`config.mk`:
```
export PLATFORM = sky130hd
export DESIGN_NAME = rpn_operand_stack
export DESIGN_NICKNAME = d
export VERILOG_FILES = /design/src/rtl/rpn_operand_stack.sv
export SDC_FILE = /design/constraint.sdc
export NUM_CORES = 1
export LEC_CHECK = 0
export CAP_MARGIN = 40
export CELL_PAD_IN_SITES_DETAIL_PLACEMENT = 0
export CELL_PAD_IN_SITES_GLOBAL_PLACEMENT = 1
export CORE_MARGIN = 3
export CORE_UTILIZATION = 39
export CTS_BUF_LIST = sky130_fd_sc_hd__clkbuf_4
export DETAILED_ROUTE_END_ITERATION = 10
export HOLD_SLACK_MARGIN = 0.03
export PLACE_DENSITY_LB_ADDON = 0.1
export SYNTH_ARGS = -nofsm -noshare
export SYNTH_HDL_FRONTEND = slang
export SYNTH_SLANG_ARGS = --single-unit
export TNS_END_PERCENT = 10
```
`constraint.sdc`:
```
create_clock -name clk -period 2.3 [get_ports clk]
set_input_delay 0.46 -clock clk [delete_from_list [all_inputs] [get_ports clk]]
set_output_delay 0.46 -clock clk [all_outputs]
set_load 0.01 [all_outputs]
```
`src/rtl/rpn_operand_stack.sv`:
```
// rtl/rpn_operand_stack.sv - operand stack feeding A/B pairs to the RPN ALU and taking back its result

module rpn_operand_stack #(
  parameter int DEPTH = 4,
  parameter int DW    = 8
) (
  input  logic                         clk,
  input  logic                         rst,
  input  logic                         push,
  input  logic [DW-1:0]                din,
  input  logic                         pop,
  input  logic                         exec,
  input  logic                         unary,
  input  logic                         clear,
  output logic                         op_valid,
  output logic [DW-1:0]                op_a,
  output logic [DW-1:0]                op_b,
  input  logic                         res_valid,
  input  logic [DW-1:0]                res,
  output logic [DW-1:0]                top,
  output logic [$clog2(DEPTH+1)-1:0]   depth,
  output logic                         empty,
  output logic                         full,
  output logic                         busy,
  output logic                         err
);

  localparam int AW = $clog2(DEPTH + 1);
  localparam int IW = $clog2(DEPTH);

  typedef enum logic {
    S_IDLE = 1'b0,
    S_WAIT = 1'b1
  } state_t;

  state_t          state_q, state_d;
  logic [AW-1:0]   depth_q, depth_d;
  logic [DW-1:0]   op_a_q, op_a_d;
  logic [DW-1:0]   op_b_q, op_b_d;
  logic            err_q, err_d;

  // Entries above depth_q hold stale data; only the write port below changes them.
  logic [DW-1:0]   mem_q [DEPTH];

  logic            wr_en;
  logic [IW-1:0]   wr_idx;
  logic [DW-1:0]   wr_data;

  // Indices are taken modulo 2**IW; the true values always fit, so truncation is exact.
  logic [IW-1:0]   top_idx;
  logic [IW-1:0]   sec_idx;

  assign top_idx = IW'(depth_q) - IW'(1);
  assign sec_idx = IW'(depth_q) - IW'(2);

  // Combinational views derived from the occupancy count and the entries.
  always_comb begin
    empty = (depth_q == '0);
    full  = (depth_q == AW'(DEPTH));
    top   = empty ? '0 : mem_q[top_idx];
  end

  // Next-state logic: one command per cycle in IDLE, only clear/result in WAIT.
  always_comb begin
    state_d = state_q;
    depth_d = depth_q;
    op_a_d  = op_a_q;
    op_b_d  = op_b_q;
    err_d   = 1'b0;
    wr_en   = 1'b0;
    wr_idx  = IW'(depth_q);
    wr_data = din;

    unique case (state_q)
      S_IDLE: begin
        if (clear) begin
          depth_d = '0;
        end else if (exec) begin
          if (unary) begin
            if (depth_q >= AW'(1)) begin
              op_a_d  = mem_q[top_idx];
              op_b_d  = '0;
              depth_d = depth_q - AW'(1);
              state_d = S_WAIT;
            end else begin
              err_d = 1'b1;
            end
          end else begin
            if (depth_q >= AW'(2)) begin
              op_a_d  = mem_q[sec_idx];
              op_b_d  = mem_q[top_idx];
              depth_d = depth_q - AW'(2);
              state_d = S_WAIT;
            end else begin
              err_d = 1'b1;
            end
          end
        end else if (push) begin
          if (full) begin
            err_d = 1'b1;
          end else begin
            wr_en   = 1'b1;
            depth_d = depth_q + AW'(1);
          end
        end else if (pop) begin
          if (empty) begin
            err_d = 1'b1;
          end else begin
            depth_d = depth_q - AW'(1);
          end
        end
      end

      S_WAIT: begin
        // An issued operation popped at least one entry, so the result always has room.
        if (clear) begin
          depth_d = '0;
          state_d = S_IDLE;
        end else if (res_valid) begin
          wr_en   = 1'b1;
          wr_data = res;
          depth_d = depth_q + AW'(1);
          state_d = S_IDLE;
        end
      end

      default: state_d = S_IDLE;
    endcase
  end

  // Control and operand registers, cleared asynchronously.
  always_ff @(posedge clk or posedge rst) begin
    if (rst) begin
      state_q <= S_IDLE;
      depth_q <= '0;
      op_a_q  <= '0;
      op_b_q  <= '0;
      err_q   <= 1'b0;
    end else begin
      state_q <= state_d;
      depth_q <= depth_d;
      op_a_q  <= op_a_d;
      op_b_q  <= op_b_d;
      err_q   <= err_d;
    end
  end

  // Entry storage write port; contents are don't-care after reset.
  always_ff @(posedge clk) begin
    if (wr_en) begin
      mem_q[wr_idx] <= wr_data;
    end
  end

  assign op_valid = (state_q == S_WAIT);
  assign busy     = (state_q == S_WAIT);
  assign op_a     = op_a_q;
  assign op_b     = op_b_q;
  assign depth    = depth_q;
  assign err      = err_q;

endmodule

```
Word-level counts from Yosys, hierarchy flattened --
Memory sizes are Yosys's and may differ from the RTL's. Index checks and enable logic that the tools add are counted.
Word-level totals: register bits after elaboration 21, memory bits (writable) 32, input port bits 24, logic and storage cells 76, memories 1
Cells by class: add/subtract/negate cells 5, magnitude comparators 2, eq/ne operators 8, mux-type cells 49, bitwise operators 2, reductions and logical operators 4
Memory list:
- mem_q | words 4, width 8, rd ports 2, clocked after memory_dff 0, write ports 1, RTL line 43 | logic [DW-1:0] mem_q [DEPTH];
Operator list (number):
- 8-bit two-way mux | 10
- 3-bit two-way mux | 11
- 1-bit two-way mux | 25
- 5-bit != test (second input constant) | 5
- 3-bit case mux with 2 select lines | 1
- 6-bit AND reduction | 1
- 5-bit AND reduction | 1
- 1-bit case mux with 2 select lines | 2
- 3-bit by 1-bit adder with 3-bit output (second input constant) | 1
- 3-bit equality test (second input constant) | 1
- 3-bit by 1-bit >= comparator with 1-bit output (second input constant) | 1
- 3-bit by 2-bit >= comparator with 1-bit output (second input constant) | 1
- 3-bit zero test | 1
- 3-bit != test (second input constant) | 1
- 3-bit by 1-bit subtractor with 3-bit output (second input constant) | 1
- 3-bit by 2-bit subtractor with 3-bit output (second input constant) | 1
- 2-bit by 1-bit != test with 1-bit output (second input constant) | 1
- 1-bit inverter | 2
- 2-bit nonzero test | 1
- 2-bit by 1-bit subtractor with 2-bit output (second input constant) | 1
- 2-bit subtractor (second input constant) | 1

Logic depth before layout (Yosys ltp) --
depth after elaboration 8, depth in mapped cells 10

Least setup slack after synthesis --
No wires, ideal clock.
kind register to output, from reg depth_q[0], in the netlist depth[0], to out top[6], arrival time 2143 ps, setup slack -303 ps, cell stages (with the launch flop) 8, path buffers 3, cell sequence dfrtp_1 -> buf_4 -> buf_4 -> inv_1 -> ha_1 -> buf_2 -> mux4_2 -> and2_1
Between the ends: longest elaborated chain between the ends 3
RTL lines:
- start: declaration | RTL line 37 | logic [AW-1:0] depth_q, depth_d;
- start signal: assignment | RTL line 141 | depth_q <= depth_d;
- 2-bit by 1-bit subtractor with 2-bit output | RTL line 53 | assign top_idx = IW'(depth_q) - IW'(1);
- memory 4 x 8 bit
- 8-bit two-way mux * | RTL line 60 | top = empty ? '0 : mem_q[top_idx];
- end: declaration | RTL line 20 | output logic [DW-1:0] top,
Mark *: on every way between the ends. The rest lies on a longest branch, timed or not.

Worst setup path in the final report --
Same ends and word-level chain as after synthesis.

==> summary.md <==
| Metric | Value |
|---|---|
| R2r worst-path depth | `8` |
| Worst setup margin | `-0.07510 ns` |
| Slew HR | `0.7663` |
| DR vias/cell | `5.015` |
| Synth warnings | `0` |
| Total clock sinks | `53` |
| Startpoint types | `flop` |
| GR Overflow Total | `0` |
| Placement Rows | `30` |
| Initial Util | `0.4075` |
| Count of TritonRoute iterations in the first routing pass | `4` |
| Final cycle utilization of the critical path | `1.033` |
| Longest Clk Path Bufs | `2` |
| CP endpoint kind | `output pin` |
| Top cell type's share of synthesized area | `0.3433` |
| Cell taking the most area after synthesis | `edfxtp_1` |
| # hold bufs at CTS | `0` |
| Peak supply drop | `0.3532 mV` |
| Slowest library cell on the worst path | `mux4_2` |
| Root buffer cell | `clkbuf_4` |
| Largest cells by area after synthesis | `edfxtp_1 (34%), dfrtp_1 (19%), mux4_2 (13%)` |
| Initial antenna violation count | `0` |
| Synth cell types | `37` |
| GR Util All Layers | `0.1598` |
| Mean post-synth cell area | `13.14 sq um` |
| Worst Skew | `0.01809 ns` |
| First-pass GRT wire length | `10,330 microns` |
| Clk_lat worst skew | `0.39 ns` |
| Die Area | `0.008229 sq mm` |
| Post-synthesis sequential area ratio | `0.5311` |
| Top Family by Delay on Critical Path | `multiplexers` |
| Top Layer Used | `met4` |
| Pwr Density | `1054 mW/mm^2` |
| Cts bufs inserted | `5` |
| Die H | `90.72 microns` |
| Vias in the first global route | `1,858` |
| Worst-path fanout max | `2` |
| Main synth FF type | `edfxtp_1` |
| Metal2 WL | `2653 microns` |
| Routed met3 length | `379 microns` |
| Violated checks | `setup timing` |
| # DRC | `0` |
| Worst-Margin Slew | `0.3469 ns` |
| DP Wirelength | `4871 microns` |
| Synth Register Bits | `53` |
| RD Place Congestion | `0.8107` |
| 1st-iter DRT viols | `102` |
| DR vias | `1,971` |
| Critical path data required time | `1.84 ns` |
| Biggest cell delay along the critical path | `0.52 ns` |
| CTS clock-pin slew for the worst setup and hold paths | `0.18 ns` |
| Crit path DAT | `1.92 ns` |
| Setup CP Type | `flop to output pin` |
| Min Tclk post-route | `2.375 ns` |
| CTS tree | `done` |
| Worst reg2reg setup slack | `0.23 ns` |
| Highest clock rate | `0.4210 GHz` |
| Die X | `90.72 microns` |
| HP Class | `input pin to async pin` |
| Most common cell after layout, fill and taps aside | `clkdlybuf4s50_1` |
| Fin nets | `326` |
| CP Cell Sequence | `inv_6 -> ha_4 -> mux4_2 -> and2_4 -> buf_6` |
| DRT antenna net count | `0` |
| Async SR Flop Fraction | `0.3962` |
| Post-synth EDFFs | `32` |
| Max H-tree Level | `2` |
| Mapped Area | `0.002799 sq mm` |
| Buffers on Ports | `55` |
| Final setup violation count | `8` |
| Cells after Synth | `213` |
| Pin count of the biggest net entering global routing | `33` |
| Post-route met1 wirelength | `3161 microns` |
| Status | `finished, violations left` |
| Syn Nets | `243` |
| LEAKAGE | `1.479 nW` |
| Core Area | `0.006869 sq mm` |
| Most frequent cells in the layout | `clkdlybuf4s50_1 (45), edfxtp_1 (32), buf_4 (30)` |
| RSZ-0062 raised after global routing | `yes` |
| Fin Hold WS | `0.3865 ns` |
| Worst path bufs/invs | `2` |
| Critical R2R Launch | `depth[0]$_DFFE_PP0P_` |
| ANT cells | `0` |
| Total chip power | `3.933 mW` |
| Max-slew violations | `0` |
| Fin. Hold Viols | `0` |
| Area grow syn2layout | `33.35%` |
| Fillers | `618` |
| I/O pins | `56` |
| Wire per inst | `15.85 microns` |
| Total of max-cap violations | `0` |
| Worst flop-to-flop path endpoint | `depth[1]$_DFFE_PP0P_` |
| Fraction of layout cells with a size suffix above 1 | `0.2997` |
| Routed Wire Length | `6231 microns` |
-- timing repair --
| item | CTS | global route |
|---|---|---|
| pin swaps | 2 | 0 |
| setup buffers | 4 | 1 |
| endpoints found under the setup margin | 9 | 9 |
| resized for setup | 41 | 2 |
-- where the power goes --
part | total, mW | leakage (nW) | switching, mW | internal [mW]
registers | 1.31 | 0.558 | 0.110 | 1.20
clock network | 0.454 | 0.0377 | 0.320 | 0.134
logic | 2.17 | 0.884 | 0.937 | 1.24
total | 3.93 | 1.48 | 1.37 | 2.57
-- kinds of logic after synthesis --
logic type,count (synthesis),synth area share
buffers and inverters,20,0.03800
AOI/OAI and AO/OA,39,0.08807
adders and majority gates,6,0.02682
DFF,53,0.5311
muxes,33,0.1931
xor gates and xnor gates,1,0.003130
and+or+nand+nor,61,0.1198
-- per-stage QoR --
stage          instances  setup TNS, ns  instance area, sq um  setup slack [ns]    util
6_report             393        -0.1794                  3732          -0.07510  0.5434
5_1_grt              393         -1.034                  3732           -0.1597  0.5434
4_1_cts              392        -0.3852                  3722           -0.1040  0.5419
3_5_place_dp         380       -0.06130                  3641          -0.04135  0.5301
3_3_place_gp         380      -0.009986                  3641         -0.009986  0.5301
2_1_floorplan        213              0                  2850          0.002894       -
-- how the worst max path moves through the flow --
stage                                    start  endpoint  slack (ns)  cells past startpoint
after global routing      depth[0]$_DFFE_PP0P_    top[6]       -0.16                      5
after floorplan           depth[1]$_DFFE_PP0P_    top[6]       0.003                      6
after detailed placement  depth[1]$_DFFE_PP0P_    top[6]       -0.04                      5
after global placement    depth[0]$_DFFE_PP0P_    top[6]       -0.01                      5
after CTS                 depth[0]$_DFFE_PP0P_    top[6]       -0.10                      5
final                     depth[0]$_DFFE_PP0P_    top[6]       -0.08                      5
-- routing by layer --
metal / track usage / vias up
li1: - / 952
met1: 0.2505 / 956
met2: 0.2236 / 59
met3: 0.03917 / 4
met4: 0.03061 / 0
met5: 0 / -
-- cells in the mapped netlist (2+ instances only) --
master / number
nor3_1: 3
and2_1: 10
mux2i_1: 9
a21oi_1: 2
nor3b_1: 2
buf_2: 4
clkbuf_1: 3
mux2_2: 8
nor2_1: 5
nand2_1: 17
dfrtp_1: 21
nand2b_1: 12
nor2b_1: 7
o21ai_1: 3
ha_1: 6
o21a_1: 2
mux4_2: 16
buf_4: 3
buf_6: 2
inv_1: 8
edfxtp_1: 32
o21ai_0: 23
-- worst reg2reg max path: cells and delay by family (launching register included) --
kind                     cells  cell delay [ns]
flip-flops                   1             0.44
AND/OR/NAND/NOR              2             0.29
adder cells (fa/ha/maj)      1             0.16
multiplexers                 1             0.11
AO/OA/AOI/OAI                2             0.59
buffers and inverters        2             0.38
-- cell type report --
type	count	area (sq um)	share of cell area
Sequential cell	53	1488	0.3986
Clock inverter	3	28.78	0.007710
Inverter	8	35.03	0.009387
Clock buffer	5	37.54	0.01006
Tap cell	96	120.1	0.03218
Timing Repair Buffer	88	785.8	0.2105
Multi-Input combinational cell	140	1237	0.3315
-- registers in the layout, indices dropped and copies added (netlist names) --
register / count
mem_q: 32
op_a: 8
op_b: 8
depth: 3
busy: 1
err: 1
Note: power is estimated with default switching activity, not from simulation.
